### config.mk
export PLATFORM = sky130hd
export DESIGN_NAME = adau_spi_target_flat
export DESIGN_NICKNAME = d
export VERILOG_FILES = /design/src/rtl/adau_spi_if.sv /design/src/rtl/adau_spi_target.sv /design/src/flat_wrapper.sv
export SDC_FILE = /design/constraint.sdc
export NUM_CORES = 1
export LEC_CHECK = 0
export CAP_MARGIN = 20
export CORE_ASPECT_RATIO = 0.7
export CORE_MARGIN = 5
export CORE_UTILIZATION = 39
export DETAILED_ROUTE_END_ITERATION = 6
export PLACE_DENSITY_LB_ADDON = 0.2
export SYNTH_ARGS = -nofsm -noshare
export SYNTH_HDL_FRONTEND = slang
export SYNTH_SLANG_ARGS = --single-unit
### constraint.sdc
create_clock -name clk -period 2.6 [get_ports clk]
set_input_delay 0.78 -clock clk [delete_from_list [all_inputs] [get_ports clk]]
set_output_delay 0.78 -clock clk [all_outputs]
set_load 0.02 [all_outputs]
### src/rtl/adau_spi_if.sv
// Pin and register-port bundle for the ADAU control-port SPI responder.
// The master modport is the initiator/register-file side; slave is adau_spi_target.
interface adau_spi_if;
    logic        spi_clk;
    logic        spi_frame;
    logic        spi_mosi;
    logic        spi_miso;
    logic [15:0] reg_addr;
    logic [7:0]  reg_wdata;
    logic        reg_wr_en;
    logic        reg_rd_en;
    logic [7:0]  reg_rdata;
    logic        busy;
    logic        frame_done;
    logic        frame_abort;

    modport master (
        output spi_clk, spi_frame, spi_mosi, reg_rdata,
        input  spi_miso, reg_addr, reg_wdata, reg_wr_en, reg_rd_en,
               busy, frame_done, frame_abort
    );

    modport slave (
        input  spi_clk, spi_frame, spi_mosi, reg_rdata,
        output spi_miso, reg_addr, reg_wdata, reg_wr_en, reg_rd_en,
               busy, frame_done, frame_abort
    );
endinterface

### src/rtl/adau_spi_target.sv
// SPI responder for the ADAU codec control port: header, 16-bit address, auto-incrementing data bytes.
// Define ADAU_SPI_TARGET_READ_EN to build the read path (reg_rd_en strobes and MISO shifting).
module adau_spi_target #(
    parameter logic [6:0]  DEVICE_ADDR     = 7'h00,
    parameter int unsigned MIN_HALF_PERIOD = 4
) (
    input  logic      clk,
    input  logic      reset,
    adau_spi_if.slave bus
);
    typedef enum logic [2:0] {IDLE, HDR, ADDR, DATA, SKIP} state_t;

    // The tx byte is reloaded two cycles after the rise that completes a byte.
    if (MIN_HALF_PERIOD < 3) begin : g_half_period_check
        $error("adau_spi_target: MIN_HALF_PERIOD must be at least 3");
    end

    logic [2:0]  sclk_sync;
    logic [2:0]  frame_sync;
    logic [1:0]  mosi_sync;
    logic        sclk_rise;
    logic        frame_rise;
    logic        frame_fall;
    logic        mosi_s;

    state_t      state;
    state_t      state_next;
    logic [2:0]  bit_cnt;
    logic [7:0]  byte_cnt;
    logic [7:0]  rx_sr;
    logic [7:0]  rx_byte;
    logic        rw;
    logic        active;
    logic        capture;
    logic        byte_done;
    logic        hdr_match;

    logic        busy_c;
    logic        wr_fire;
    logic        end_fire;
    logic        abort_fire;

    logic [15:0] addr_q;
    logic [7:0]  wdata_q;
    logic        wr_en_q;
    logic        done_q;
    logic        abort_q;

`ifdef ADAU_SPI_TARGET_READ_EN
    logic        sclk_fall;
    logic        rd_fire;
    logic        rd_en_q;
    logic        rd_load;
    logic [7:0]  tx_sr;
    logic        miso_q;
`else
    logic        unused_rdata;
`endif

    // NOTE: frame sync resets low, so a frame already low at reset release never reads as a fall.
    always_ff @(posedge clk or posedge reset) begin
        if (reset) begin
            sclk_sync  <= '0;
            frame_sync <= '0;
            mosi_sync  <= '0;
        end else begin
            sclk_sync  <= {sclk_sync[1:0], bus.spi_clk};
            frame_sync <= {frame_sync[1:0], bus.spi_frame};
            mosi_sync  <= {mosi_sync[0], bus.spi_mosi};
        end
    end

    assign sclk_rise  =  sclk_sync[1] & ~sclk_sync[2];
    assign frame_rise =  frame_sync[1] & ~frame_sync[2];
    assign frame_fall = ~frame_sync[1] &  frame_sync[2];
    assign mosi_s     =  mosi_sync[1];
`ifdef ADAU_SPI_TARGET_READ_EN
    assign sclk_fall  = ~sclk_sync[1] &  sclk_sync[2];
`endif

    // A rise coincident with the frame rise is dropped rather than counted.
    assign active    = (state == HDR) || (state == ADDR) || (state == DATA);
    assign capture   = active && sclk_rise && !frame_rise;
    assign byte_done = capture && (bit_cnt == 3'd7);
    assign rx_byte   = {rx_sr[6:0], mosi_s};
    assign hdr_match = (rx_byte[7:1] == DEVICE_ADDR);

    always_ff @(posedge clk or posedge reset) begin
        if (reset) state <= IDLE;
        else       state <= state_next;
    end

    // NOTE: every always_comb output gets a default first so no path can infer a latch.
    always_comb begin
        state_next = state;
        if (state != IDLE && frame_rise) begin
            state_next = IDLE;
        end else begin
            case (state)
                IDLE: if (frame_fall) state_next = HDR;
                HDR: begin
                    if (byte_done) begin
`ifdef ADAU_SPI_TARGET_READ_EN
                        state_next = hdr_match ? ADDR : SKIP;
`else
                        state_next = (hdr_match && !rx_byte[0]) ? ADDR : SKIP;
`endif
                    end
                end
                ADDR: if (byte_done && byte_cnt == 8'd2) state_next = DATA;
                default: state_next = state;
            endcase
        end
    end

    always_comb begin
        busy_c     = active;
        end_fire   = (state != IDLE) && frame_rise;
        abort_fire = end_fire && ((bit_cnt != 3'd0) || (state == HDR) || (state == ADDR));
        wr_fire    = byte_done && (state == DATA) && !rw;
`ifdef ADAU_SPI_TARGET_READ_EN
        rd_fire    = byte_done && rw &&
                     ((state == DATA) || (state == ADDR && byte_cnt == 8'd2));
`endif
    end

    // NOTE: sequential state uses non-blocking assignments so every register samples pre-edge values.
    always_ff @(posedge clk or posedge reset) begin
        if (reset) begin
            bit_cnt  <= '0;
            byte_cnt <= '0;
            rx_sr    <= '0;
            rw       <= 1'b0;
            addr_q   <= '0;
            wdata_q  <= '0;
            wr_en_q  <= 1'b0;
            done_q   <= 1'b0;
            abort_q  <= 1'b0;
`ifdef ADAU_SPI_TARGET_READ_EN
            rd_en_q  <= 1'b0;
            rd_load  <= 1'b0;
            tx_sr    <= '0;
            miso_q   <= 1'b0;
`endif
        end else begin
            wr_en_q <= wr_fire;
            done_q  <= end_fire;
            abort_q <= abort_fire;

            if (state == IDLE && frame_fall) begin
                bit_cnt  <= '0;
                byte_cnt <= '0;
            end else if (capture) begin
                rx_sr   <= rx_byte;
                bit_cnt <= bit_cnt + 3'd1;
                if (bit_cnt == 3'd7 && byte_cnt != 8'hFF) byte_cnt <= byte_cnt + 8'd1;
            end

            if (byte_done && state == HDR) rw <= rx_byte[0];
            if (byte_done && state == ADDR) begin
                if (byte_cnt == 8'd1)      addr_q[15:8] <= rx_byte;
                else if (byte_cnt == 8'd2) addr_q[7:0]  <= rx_byte;
            end

            if (wr_fire) wdata_q <= rx_byte;
            // The address advances on the edge that ends the strobe, wrapping at 0xFFFF.
            if (wr_en_q) addr_q <= addr_q + 16'd1;

`ifdef ADAU_SPI_TARGET_READ_EN
            rd_en_q <= rd_fire;
            rd_load <= rd_en_q;
            if (state != DATA || !rw || frame_rise) begin
                miso_q <= 1'b0;
            end else if (sclk_fall) begin
                miso_q <= tx_sr[7];
                tx_sr  <= {tx_sr[6:0], 1'b0};
            end
            if (rd_load) begin
                tx_sr  <= bus.reg_rdata;
                addr_q <= addr_q + 16'd1;
            end
`endif
        end
    end

    assign bus.reg_addr    = addr_q;
    assign bus.reg_wdata   = wdata_q;
    assign bus.reg_wr_en   = wr_en_q;
    assign bus.busy        = busy_c;
    assign bus.frame_done  = done_q;
    assign bus.frame_abort = abort_q;
`ifdef ADAU_SPI_TARGET_READ_EN
    assign bus.reg_rd_en   = rd_en_q;
    assign bus.spi_miso    = miso_q;
`else
    assign bus.reg_rd_en   = 1'b0;
    assign bus.spi_miso    = 1'b0;
    assign unused_rdata    = ^bus.reg_rdata;
`endif
endmodule
### src/flat_wrapper.sv
// flat-port wrapper written by rule: the top's interface ports become plain ports
module adau_spi_target_flat 
#(
    parameter logic [6:0]  DEVICE_ADDR     = 7'h00,
    parameter int unsigned MIN_HALF_PERIOD = 4
)
  (clk, reset, bus_spi_clk, bus_spi_frame, bus_spi_mosi, bus_reg_rdata, bus_spi_miso, bus_reg_addr, bus_reg_wdata, bus_reg_wr_en, bus_reg_rd_en, bus_busy, bus_frame_done, bus_frame_abort);
  adau_spi_if bus_i ();
  input  logic clk;
  input  logic reset;
  input wire logic [$bits(bus_i.spi_clk)-1:0] bus_spi_clk;
  input wire logic [$bits(bus_i.spi_frame)-1:0] bus_spi_frame;
  input wire logic [$bits(bus_i.spi_mosi)-1:0] bus_spi_mosi;
  input wire logic [$bits(bus_i.reg_rdata)-1:0] bus_reg_rdata;
  output wire logic [$bits(bus_i.spi_miso)-1:0] bus_spi_miso;
  output wire logic [$bits(bus_i.reg_addr)-1:0] bus_reg_addr;
  output wire logic [$bits(bus_i.reg_wdata)-1:0] bus_reg_wdata;
  output wire logic [$bits(bus_i.reg_wr_en)-1:0] bus_reg_wr_en;
  output wire logic [$bits(bus_i.reg_rd_en)-1:0] bus_reg_rd_en;
  output wire logic [$bits(bus_i.busy)-1:0] bus_busy;
  output wire logic [$bits(bus_i.frame_done)-1:0] bus_frame_done;
  output wire logic [$bits(bus_i.frame_abort)-1:0] bus_frame_abort;
  assign bus_i.spi_clk = bus_spi_clk;
  assign bus_i.spi_frame = bus_spi_frame;
  assign bus_i.spi_mosi = bus_spi_mosi;
  assign bus_i.reg_rdata = bus_reg_rdata;
  assign bus_spi_miso = bus_i.spi_miso;
  assign bus_reg_addr = bus_i.reg_addr;
  assign bus_reg_wdata = bus_i.reg_wdata;
  assign bus_reg_wr_en = bus_i.reg_wr_en;
  assign bus_reg_rd_en = bus_i.reg_rd_en;
  assign bus_busy = bus_i.busy;
  assign bus_frame_done = bus_i.frame_done;
  assign bus_frame_abort = bus_i.frame_abort;
  adau_spi_target #(.DEVICE_ADDR(DEVICE_ADDR), .MIN_HALF_PERIOD(MIN_HALF_PERIOD)) u_core (.clk(clk), .reset(reset), .bus(bus_i));
endmodule
==> impl_results.md <==
* Hold WS at 353 ps
* Yosys top cell by area: dfrtp_1
* Leakage power at 1.41 nW
* Setup ws final at 139 ps
* Fill cells at 635
* Count leader, synth: dfrtp_1
* Clk_skew at 10.6 ps
* Final TNS setup at 0 ps
* Largest stage delay, worst path at 600 ps
* Synth Warn # at 0
* Required time worst endpoint at 1820 ps
* Fraction of layout cells with a size suffix above 1 at 16.7%
* Final Hold Vio Count at 0
* Vias in the first global route at 1,953
* Critical path type: flip-flop to primary output
* CTS clk-pin slew, worst paths at 70 ps
* Syn avg cell area at 11.4 um2
* Nets at 302
* Num CTS Buffers at 9
* CP cell instances: o21ba_2, clkdlybuf4s50_1
* Largest net degree at the start of global routing at 41
* Sequential area share after synthesis at 51.1%
* Status: finished, final reports clean
* RR Startpoint: u_core.bit_cnt[0]
* Drt first-iter violations at 59
* Async set-or-reset flop fraction in the synthesized netlist at 100%
* Register area at 1430 um2
* Crit path arrival time at 1680 ps
* CTS sink count at 57
* Max-Cap Viols at 0
* DP Area at 3210 um2
* Slowest CP cell: clkdlybuf4s50_1
* # rows at 25
* Core ar. at 6850 um2
* Antenna Diode Count at 0
* Worst Path Max Fanout at 8
* Worst Min Path Start: u_core.mosi_sync[0]
* Clock latency on the worst-skew pair at 340 ps
* # DRC at 0
* Fmax at 406 MHz
* Top cells by count, synth: dfrtp_1, nor2_1, mux2_2, mux2i_1
* Startpoint Class: flip-flop
* Via density at 5.15
* Die width at 111 um
* Syn Std Cell Area at 2790 um2
* Hold crit path type: flip-flop to flip-flop
* Initial DRT Pass Iterations at 4
* Initial antenna violation count at 0
* PD cells at 626 nW/um2
* Post-synthesis register bit count at 57
* Port bufs at 32
* ANT nets after route at 0
* RSZ-0062 raised after global routing: no
* Yosys cell types at 45
* Post-synth top flop: dfrtp_1
* First-pass GRT wire length at 10.1 mm
* Routed WL at 5.89 mm
* Routed length per placed instance at 15.5 um
* Setup crit start: u_core.state[2]
* Hold_buf cts at 0
* Area of the multi-input gates at 1270 um2
* Starting Density at 40.8%
* Vias at 1,964
* Postcts setup bufs at 0
* Fin. max-slew vios at 0
* Post-Synthesis Cells at 245
* Post-DP HPWL at 4.18 mm
* DIE AREA at 8980 um2
* Nature of the critical path endpoint: primary output
* Synth area leaders: dfrtp_1, mux2_2, mux2i_1
* Period Utilization, post-route at 94.7%
* Final Instance Area at 3420 um2
* Tot Pwr at 2.14 mW
* Die H at 80.8 um
* Worst slack at placement at 493 ps
* Layout area overhead at 22.3%
* Final Critical Period at 2460 ps
* Total GRT Usage at 14.5%
* Maximum vdd drop at 341 uV
* # resized after CTS at 0
* Post-synth top area share at 51.1%
* Deepest clock path buffer count at 2
* Max H-tree Level at 3
* Io pins at 43
* Overflow after GRT at 0
* Final setup fails at 0
* CTS Root Cell: clkbuf_8
* Number of synthesized flops with an enable pin at 0
* RePlAce Congestion at 0.790
* CTS tree: done
==> metal layers <==
| metal | track usage, % | vias up | wire length, um |
|---|---|---|---|
| met4 | 4.01 | 0 | 60 |
| met3 | 5.36 | 7 | 303 |
| li1 | - | 949 | - |
| met2 | 20.3 | 49 | 2460 |
| met1 | 21.0 | 959 | 3060 |
| met5 | 0 | - | 0 |
==> kinds of logic (layout without fill, tap and decap cells) <==
family	count (synthesis)	after routing	synth area share, %
buffers and inverters	20	61	3.45
multiplexers	34	34	13.0
adder cells (fa/ha/maj)	7	7	3.13
AND/OR/NAND/NOR	92	92	19.4
flip-flops	57	57	51.1
XOR/XNOR	13	13	4.08
AO/OA/AOI/OAI	21	21	5.73
other	1	2	0.134
==> flip-flops by register name, indices dropped and copies added, names as in the netlist <==
| signal | count |
|---|---|
| u_core.byte_cnt | 8 |
| u_core.bus.reg_wdata | 8 |
| u_core.bus.reg_addr | 16 |
| u_core.rx_sr | 7 |
| u_core.sclk_sync | 3 |
| u_core.bus.reg_wr_en | 1 |
| u_core.bit_cnt | 3 |
| u_core.mosi_sync | 2 |
| u_core.state | 3 |
| u_core.bus.frame_done | 1 |
| u_core.frame_sync | 3 |
| u_core.bus.frame_abort | 1 |
| u_core.rw | 1 |
==> area by class of cell <==
cell class | count | area share [%]
Sequential cell | 57 | 41.8
Multi-Input combinational cell | 169 | 37.3
Timing Repair Buffer | 35 | 10.4
Clock buffer | 10 | 4.03
Tap cell | 94 | 3.44
Clock inverter | 6 | 1.94
Inverter | 10 | 1.10
==> power breakdown <==
part | leakage (nW) | internal, mW | switching [mW] | total [mW]
logic | 0.549 | 0.108 | 0.0985 | 0.206
registers | 0.762 | 0.965 | 0.123 | 1.09
clock network | 0.0949 | 0.469 | 0.377 | 0.846
==> worst paths after layout <==
check,to,slack (ps),cells past startpoint
setup / recovery,bus_busy,140,2
hold / removal,u_core.mosi_sync[1],350,0
setup reg to reg,u_core.bus.reg_wdata[4],530,6
hold reg to reg,u_core.mosi_sync[1],350,0
max in group asynchronous,u_core.bus.reg_addr[7],1300,3
min in group asynchronous,u_core.bus.reg_wdata[1],750,2
==> cells in the final DEF (no fill, tap or decap), types with 3 or more instances in the layout <==
master,n
nor4_1,5
clkbuf_8,10
nand2_1,9
dfrtp_1,57
nor3b_1,3
clkinvlp_4,3
mux2i_1,15
nor2_1,26
clkdlybuf4s50_1,32
nand3_1,10
inv_1,9
xnor2_1,11
nand4_1,5
nor2b_1,3
a211oi_1,4
a21oi_1,4
mux2_2,18
nor3_1,11
and4_1,7
ha_1,7
==> critical path: cells and delay by family, from the launching register on <==
family                 cells  cell delay, ps
buffers and inverters      1             600
flip-flops                 1             460
AO/OA/AOI/OAI              1             290
==> stage by stage <==
step           util (%)  instances
2_1_floorplan         -        246
3_3_place_gp       46.9        365
3_5_place_dp       46.9        365
4_1_cts            49.9        381
5_1_grt            49.9        381
6_report           49.9        381
Power figures use the tool's default switching activity.
